File: src/rtl/ps2_pkg.sv
// Shared PS/2 definitions: transmitter state encoding, parity helper and
// the keyboard command/response bytes used around the host port.
package ps2_pkg;

   typedef enum logic [2:0] {
      ST_IDLE     = 3'd0,
      ST_INHIBIT  = 3'd1,
      ST_RTS      = 3'd2,
      ST_SEND     = 3'd3,
      ST_ACK      = 3'd4,
      ST_WAIT_REL = 3'd5
   } ps2_tx_state_t;

   localparam logic [7:0] PS2_CMD_SET_LEDS = 8'hED;
   localparam logic [7:0] PS2_CMD_ENABLE   = 8'hF4;
   localparam logic [7:0] PS2_CMD_RESET    = 8'hFF;
   localparam logic [7:0] PS2_RSP_ACK      = 8'hFA;

   function automatic logic odd_parity(input logic [7:0] b);
      return ~^b;
   endfunction

endpackage

File: src/rtl/ps2_line_sync.sv
// Two-flop synchronizer for one raw PS/2 line plus a falling-edge strobe,
// shareable with a system-clock receiver.
module ps2_line_sync (
   input  logic Clk,
   input  logic Rst_n,
   input  logic i_line,
   output logic o_sync,
   output logic o_fall
);

   logic r_meta;
   logic r_sync;
   logic r_prev;

   // Flops reset to 1 (idle line level) so leaving reset never fakes a fall.
   always_ff @(posedge Clk or negedge Rst_n) begin
      if (!Rst_n) begin
         r_meta <= 1'b1;
         r_sync <= 1'b1;
         r_prev <= 1'b1;
      end else begin
         r_meta <= i_line;
         r_sync <= r_meta;
         r_prev <= r_sync;
      end
   end

   assign o_sync = r_sync;
   assign o_fall = r_prev & ~r_sync;

endmodule

File: src/rtl/ps2_host_tx.sv
// Host-to-device PS/2 transmitter: inhibit, request-to-send, then shift the
// frame out on device clock falls and check the device's ack bit.
module ps2_host_tx #(
   parameter int INHIBIT_CYCLES        = 5000,
   parameter int START_TIMEOUT_CYCLES  = 750000,
   parameter int PACKET_TIMEOUT_CYCLES = 100000
) (
   input  logic       Clk,
   input  logic       Rst_n,
   input  logic       Key_Clk,
   input  logic       Data_in,
   output logic       Key_Clk_oe,
   output logic       Key_Data_oe,
   input  logic [7:0] Tx_data,
   input  logic       Tx_valid,
   output logic       Tx_ready,
   output logic       Tx_busy,
   output logic       Tx_done,
   output logic       Tx_err
);
   import ps2_pkg::*;

   localparam int MAX_A = (INHIBIT_CYCLES > START_TIMEOUT_CYCLES) ?
                          INHIBIT_CYCLES : START_TIMEOUT_CYCLES;
   localparam int MAX_P = (MAX_A > PACKET_TIMEOUT_CYCLES) ? MAX_A : PACKET_TIMEOUT_CYCLES;
   localparam int CW    = $clog2(MAX_P) + 1;

   localparam logic [CW-1:0] INH_LAST   = CW'(INHIBIT_CYCLES - 1);
   localparam logic [CW-1:0] START_LAST = CW'(START_TIMEOUT_CYCLES - 1);
   localparam logic [CW-1:0] PKT_LAST   = CW'(PACKET_TIMEOUT_CYCLES - 1);

   ps2_tx_state_t r_state;
   ps2_tx_state_t w_nextState;

   logic [CW-1:0] r_cnt;
   logic [3:0]    r_idx;
   logic [9:0]    r_frame;
   logic          r_clkOe;
   logic          r_dataOe;
   logic          r_ready;
   logic          r_busy;
   logic          r_done;
   logic          r_err;

   logic       w_clkSync;
   logic       w_clkFall;
   logic       w_dataSync;
   logic       w_cntClr;
   logic       w_cntInc;
   logic       w_load;
   logic [3:0] w_idxNext;
   logic       w_clkOeNext;
   logic       w_dataOeNext;
   logic       w_doneNext;
   logic       w_errNext;
   logic       w_startTo;
   logic       w_pktTo;

   ps2_line_sync u_clkSync (
      .Clk    (Clk),
      .Rst_n  (Rst_n),
      .i_line (Key_Clk),
      .o_sync (w_clkSync),
      .o_fall (w_clkFall)
   );

   ps2_line_sync u_dataSync (
      .Clk    (Clk),
      .Rst_n  (Rst_n),
      .i_line (Data_in),
      .o_sync (w_dataSync),
      .o_fall ()
   );

   assign w_startTo = (r_cnt >= START_LAST);
   assign w_pktTo   = (r_cnt >= PKT_LAST);

   // Outputs are registered from the next-state decision; ready stays low for
   // the pulse cycle so a held Tx_valid cannot start a frame alongside done/err.
   always_comb begin
      w_nextState  = r_state;
      w_cntClr     = 1'b0;
      w_cntInc     = 1'b0;
      w_load       = 1'b0;
      w_idxNext    = r_idx;
      w_clkOeNext  = 1'b0;
      w_dataOeNext = 1'b0;
      w_doneNext   = 1'b0;
      w_errNext    = 1'b0;
      case (r_state)
         ST_IDLE: begin
            if (Tx_valid && r_ready) begin
               w_load      = 1'b1;
               w_cntClr    = 1'b1;
               w_clkOeNext = 1'b1;
               w_nextState = ST_INHIBIT;
            end
         end
         ST_INHIBIT: begin
            w_clkOeNext = 1'b1;
            w_cntInc    = 1'b1;
            if (r_cnt >= INH_LAST) begin
               w_dataOeNext = 1'b1;
               w_nextState  = ST_RTS;
            end
         end
         ST_RTS: begin
            w_cntClr     = 1'b1;
            w_idxNext    = 4'd0;
            w_dataOeNext = 1'b1;
            w_nextState  = ST_SEND;
         end
         ST_SEND: begin
            w_cntInc     = 1'b1;
            w_dataOeNext = r_dataOe;
            if (w_pktTo || ((r_idx == 4'd0) && w_startTo)) begin
               w_dataOeNext = 1'b0;
               w_errNext    = 1'b1;
               w_nextState  = ST_IDLE;
            end else if (w_clkFall) begin
               w_dataOeNext = ~r_frame[r_idx];
               w_idxNext    = r_idx + 4'd1;
               if (r_idx == 4'd9) begin
                  w_nextState = ST_ACK;
               end
            end
         end
         ST_ACK: begin
            w_cntInc = 1'b1;
            if (w_pktTo) begin
               w_errNext   = 1'b1;
               w_nextState = ST_IDLE;
            end else if (w_clkFall) begin
               if (!w_dataSync) begin
                  w_nextState = ST_WAIT_REL;
               end else begin
                  w_errNext   = 1'b1;
                  w_nextState = ST_IDLE;
               end
            end
         end
         ST_WAIT_REL: begin
            w_cntInc = 1'b1;
            if (w_pktTo) begin
               w_errNext   = 1'b1;
               w_nextState = ST_IDLE;
            end else if (w_clkSync && w_dataSync) begin
               w_doneNext  = 1'b1;
               w_nextState = ST_IDLE;
            end
         end
         default: begin
            w_nextState = ST_IDLE;
         end
      endcase
   end

   always_ff @(posedge Clk or negedge Rst_n) begin
      if (!Rst_n) begin
         r_state  <= ST_IDLE;
         r_idx    <= 4'd0;
         r_frame  <= 10'd0;
         r_clkOe  <= 1'b0;
         r_dataOe <= 1'b0;
         r_ready  <= 1'b1;
         r_busy   <= 1'b0;
         r_done   <= 1'b0;
         r_err    <= 1'b0;
      end else begin
         r_state  <= w_nextState;
         r_idx    <= w_idxNext;
         r_clkOe  <= w_clkOeNext;
         r_dataOe <= w_dataOeNext;
         r_ready  <= (w_nextState == ST_IDLE) && !w_doneNext && !w_errNext;
         r_busy   <= (w_nextState != ST_IDLE);
         r_done   <= w_doneNext;
         r_err    <= w_errNext;
         if (w_load) begin
            r_frame <= {1'b1, odd_parity(Tx_data), Tx_data};
         end
      end
   end

   // One counter serves inhibit length and both timeouts; it saturates.
   always_ff @(posedge Clk or negedge Rst_n) begin
      if (!Rst_n) begin
         r_cnt <= '0;
      end else if (w_cntClr) begin
         r_cnt <= '0;
      end else if (w_cntInc && (r_cnt != '1)) begin
         r_cnt <= r_cnt + CW'(1);
      end
   end

   assign Key_Clk_oe  = r_clkOe;
   assign Key_Data_oe = r_dataOe;
   assign Tx_ready    = r_ready;
   assign Tx_busy     = r_busy;
   assign Tx_done     = r_done;
   assign Tx_err      = r_err;

endmodule

File: config.mk
export PLATFORM = sky130hd
export DESIGN_NAME = ps2_host_tx
export DESIGN_NICKNAME = d
export VERILOG_FILES = /design/src/rtl/ps2_pkg.sv /design/src/rtl/ps2_line_sync.sv /design/src/rtl/ps2_host_tx.sv
export SDC_FILE = /design/constraint.sdc
export NUM_CORES = 1
export LEC_CHECK = 0
export CORE_MARGIN = 4
export CORE_UTILIZATION = 59
export CTS_BUF_LIST = sky130_fd_sc_hd__clkbuf_16
export CTS_CLUSTER_DIAMETER = 50
export CTS_CLUSTER_SIZE = 24
export DETAILED_ROUTE_END_ITERATION = 10
export GPL_TIMING_DRIVEN = 0
export PLACE_DENSITY = 0.8
export SYNTH_ARGS = -nofsm -noshare
export SYNTH_HDL_FRONTEND = slang
export SYNTH_HIERARCHICAL = 1
export SYNTH_SLANG_ARGS = --single-unit
File: constraint.sdc
create_clock -name Clk -period 2.5 [get_ports Clk]
set_clock_uncertainty 0.05 [all_clocks]
set_input_delay 0.375 -clock Clk [delete_from_list [all_inputs] [get_ports Clk]]
set_output_delay 0.375 -clock Clk [all_outputs]
set_load 0.02 [all_outputs]
==> qor.yml <==
outcome:
  outcome: "finished with violations"
  violations: "hold timing"
routing:
  drtIter0Drc: 224
  route.detailed.wl_per_inst_um: 16.1
  routed_wl_um: 5620
  drt_first_pass_iters: 4
  vias: 2149
  drc: 0
  postRouteAntennaNets: 0
  viasPerCell: 6.14
global_routing:
  grt_pass1_vias: 2148
  grt_pass1_wl_um: 9900
  antenna_found_initial: 0
  grt_overflow_total: 0
  grt_start_max_net_pins: 29
  grtUsageTotal_pct: 22.6
clock_network:
  htreeDepth: 2
  cts_buffer_depth: 2
  clkTransAtPathRegs_ns: 0.06
  cts-root-buf: "clkbuf_16"
  cts_buffers: 5
  cts_tree: "yes"
  clock_sinks: 49
  cts_setup_buffers: 0
  hold_buffers: 0
  clk_latency_ns: 0.29
  post_cts_resized: 0
floorplan:
  coreArea_um2: 4380
  num_rows: 24
  dieHeight_um: 75.5
  initial_utilization_pct: 61.3
  die_area_um2: 5700
  ioPinCount: 19
  die_x_um: 75.5
place:
  dp.cells: 342
  io_buffers: 18
  gp_congestion: 0.814
  pre_cts_ws_ns: 0.0987
  hpwl_um: 4140
synthesis:
  avgSynthCellArea_um2: 9.92
  syn_area_um2: 2690
  synthCells: 271
  yosys_warnings: 6
  syn-num-nets: 288
layout:
  area_delta_synth_final_pct: 15.8
  drive_gt1_share_pct: 14.4
  antenna_cells: 0
  final_cell_count_no_fill: 350
  nets: 314
setup_path:
  crit_required_ns: 2.62
  end_kind: "flop"
  crit_path_max_fanout: 7
  critical_path_arrival_ns: 2.29
  cpMaxStageDelayCell: "nor4_1"
  worstSetupPathType: "reg -> reg"
  cp_cell_sequence: "nor4_1, o2111ai_1, a31oi_2, a21oi_1, a211o_1"
  slowest_delay_ns: 0.51
  start_kind: "flop"
timing:
  slew_headroom_pct: 56.0
  slew_violations: 0
  hold_slack_ns: -0.00286
  hold_violations: 8
  max_freq_ghz: 0.461
  worst_pin_slew_ns: 0.657
  fin_ws_ns: 0.331
  period_needed_ns: 2.17
  setup-tns-final_ns: 0
  rsz0062_at_grt: "no"
  fin_crit_sh_pct: 86.8
  setup_violations: 0
run:
  maxCapViolations: 0
worst_hold_path:
  hold_path.class: "in -> async"
power_and_ir_drop:
  p_per_area_nw_per_um2: 946
  vdd_drop_max_uv: 434
  p_leak_uw: 0.00136
sequential cells by signal, summed over array words and instances, names as in the netlist, 3 cells and up:
signal   count
r_idx        4
r_state      3
r_frame     10
r_cnt       21
stage by stage:
step	utilization, %	hold slack [ns]	power, uW	instance area, um^2
6_report	71.0	-0.00286	2940	3110
3_3_place_gp	66.9	0.295	2180	2930
3_5_place_dp	67.3	0.297	2210	2950
5_1_grt	71.0	0.0301	3150	3110
2_1_floorplan	-	0.0294	1900	2690
4_1_cts	71.0	0.00454	2970	3110
metal layers:
layer  wire [um]  GRT usage, %  vias to the layer above
met3         274          4.62                        8
met2        2780          37.3                       61
met5           0             0                        -
li1            -             -                     1046
met4          70          7.38                        0
met1        2490          30.0                     1034
worst max-delay path: cells and delay by family, from the launching register on:
| family | cells | cell delay [ns] |
|---|---|---|
| flops | 1 | 0.48 |
| simple gates | 1 | 0.51 |
| compound gates | 4 | 1.00 |
cells in the final DEF (no fill, tap or decap), types with 2 or more instances in the layout:
cell              n
clkdlybuf4s50_1  17
a211oi_1          2
nor2_1           21
clkbuf_16         5
and3_1            7
or2_2             2
or4_1             4
mux2_2           10
nor4_1            6
o211ai_1          6
nor2b_1           4
a31oi_1           2
nand4_1           6
o21ai_0           5
a21oi_1          12
xnor2_1          11
o2111ai_1         4
a21o_1            2
o31ai_1           7
nor3_1            8
and2_1            2
dfrtp_1          43
mux2i_1           6
o311ai_0          2
inv_1             8
or2_1             2
xor2_1            4
nand3_1          10
nand3_2           2
nand2_1          28
nand2b_1          4
or3_1             2
dfstp_2           6
and4_1            2
clkbuf_1          2
buf_2             7
ha_1              4
area by class of cell:
class                   count  area [um^2]
fillers                   354         1270
clock inverters             3         38.8
flip-flops and latches     49         1230
clock buffers               5          125
well taps                  52         65.1
plain buffers              11         53.8
repair buffers             19          195
multi-input cells         204         1380
inverters                   7         26.3
power breakdown:
group / total [uW] / switching [uW] / leakage (uW) / internal [uW]
sequential: 1140 / 146 / 0.000609 / 995
combinational: 1060 / 599 / 0.000661 / 463
clock: 740 / 274 / 0.0000850 / 466
path summary, 6_finish.rpt:
kind / start / endpoint / slack [ns] / depth (start not counted)
worst max-delay path: r_cnt[14] / r_idx[2] / 0.33 / 5
worst min-delay path: Rst_n / r_cnt[14] / -0.003 / 1
worst max register to register: r_cnt[14] / r_idx[2] / 0.33 / 5
worst min register to register: u_dataSync/r_meta / u_dataSync/o_sync / 0.31 / 0
max in group asynchronous: Rst_n / Tx_ready / 1.83 / 2
min in group Clk: u_dataSync/r_meta / u_dataSync/o_sync / 0.31 / 0
Note: power is estimated with default switching activity, not from simulation.
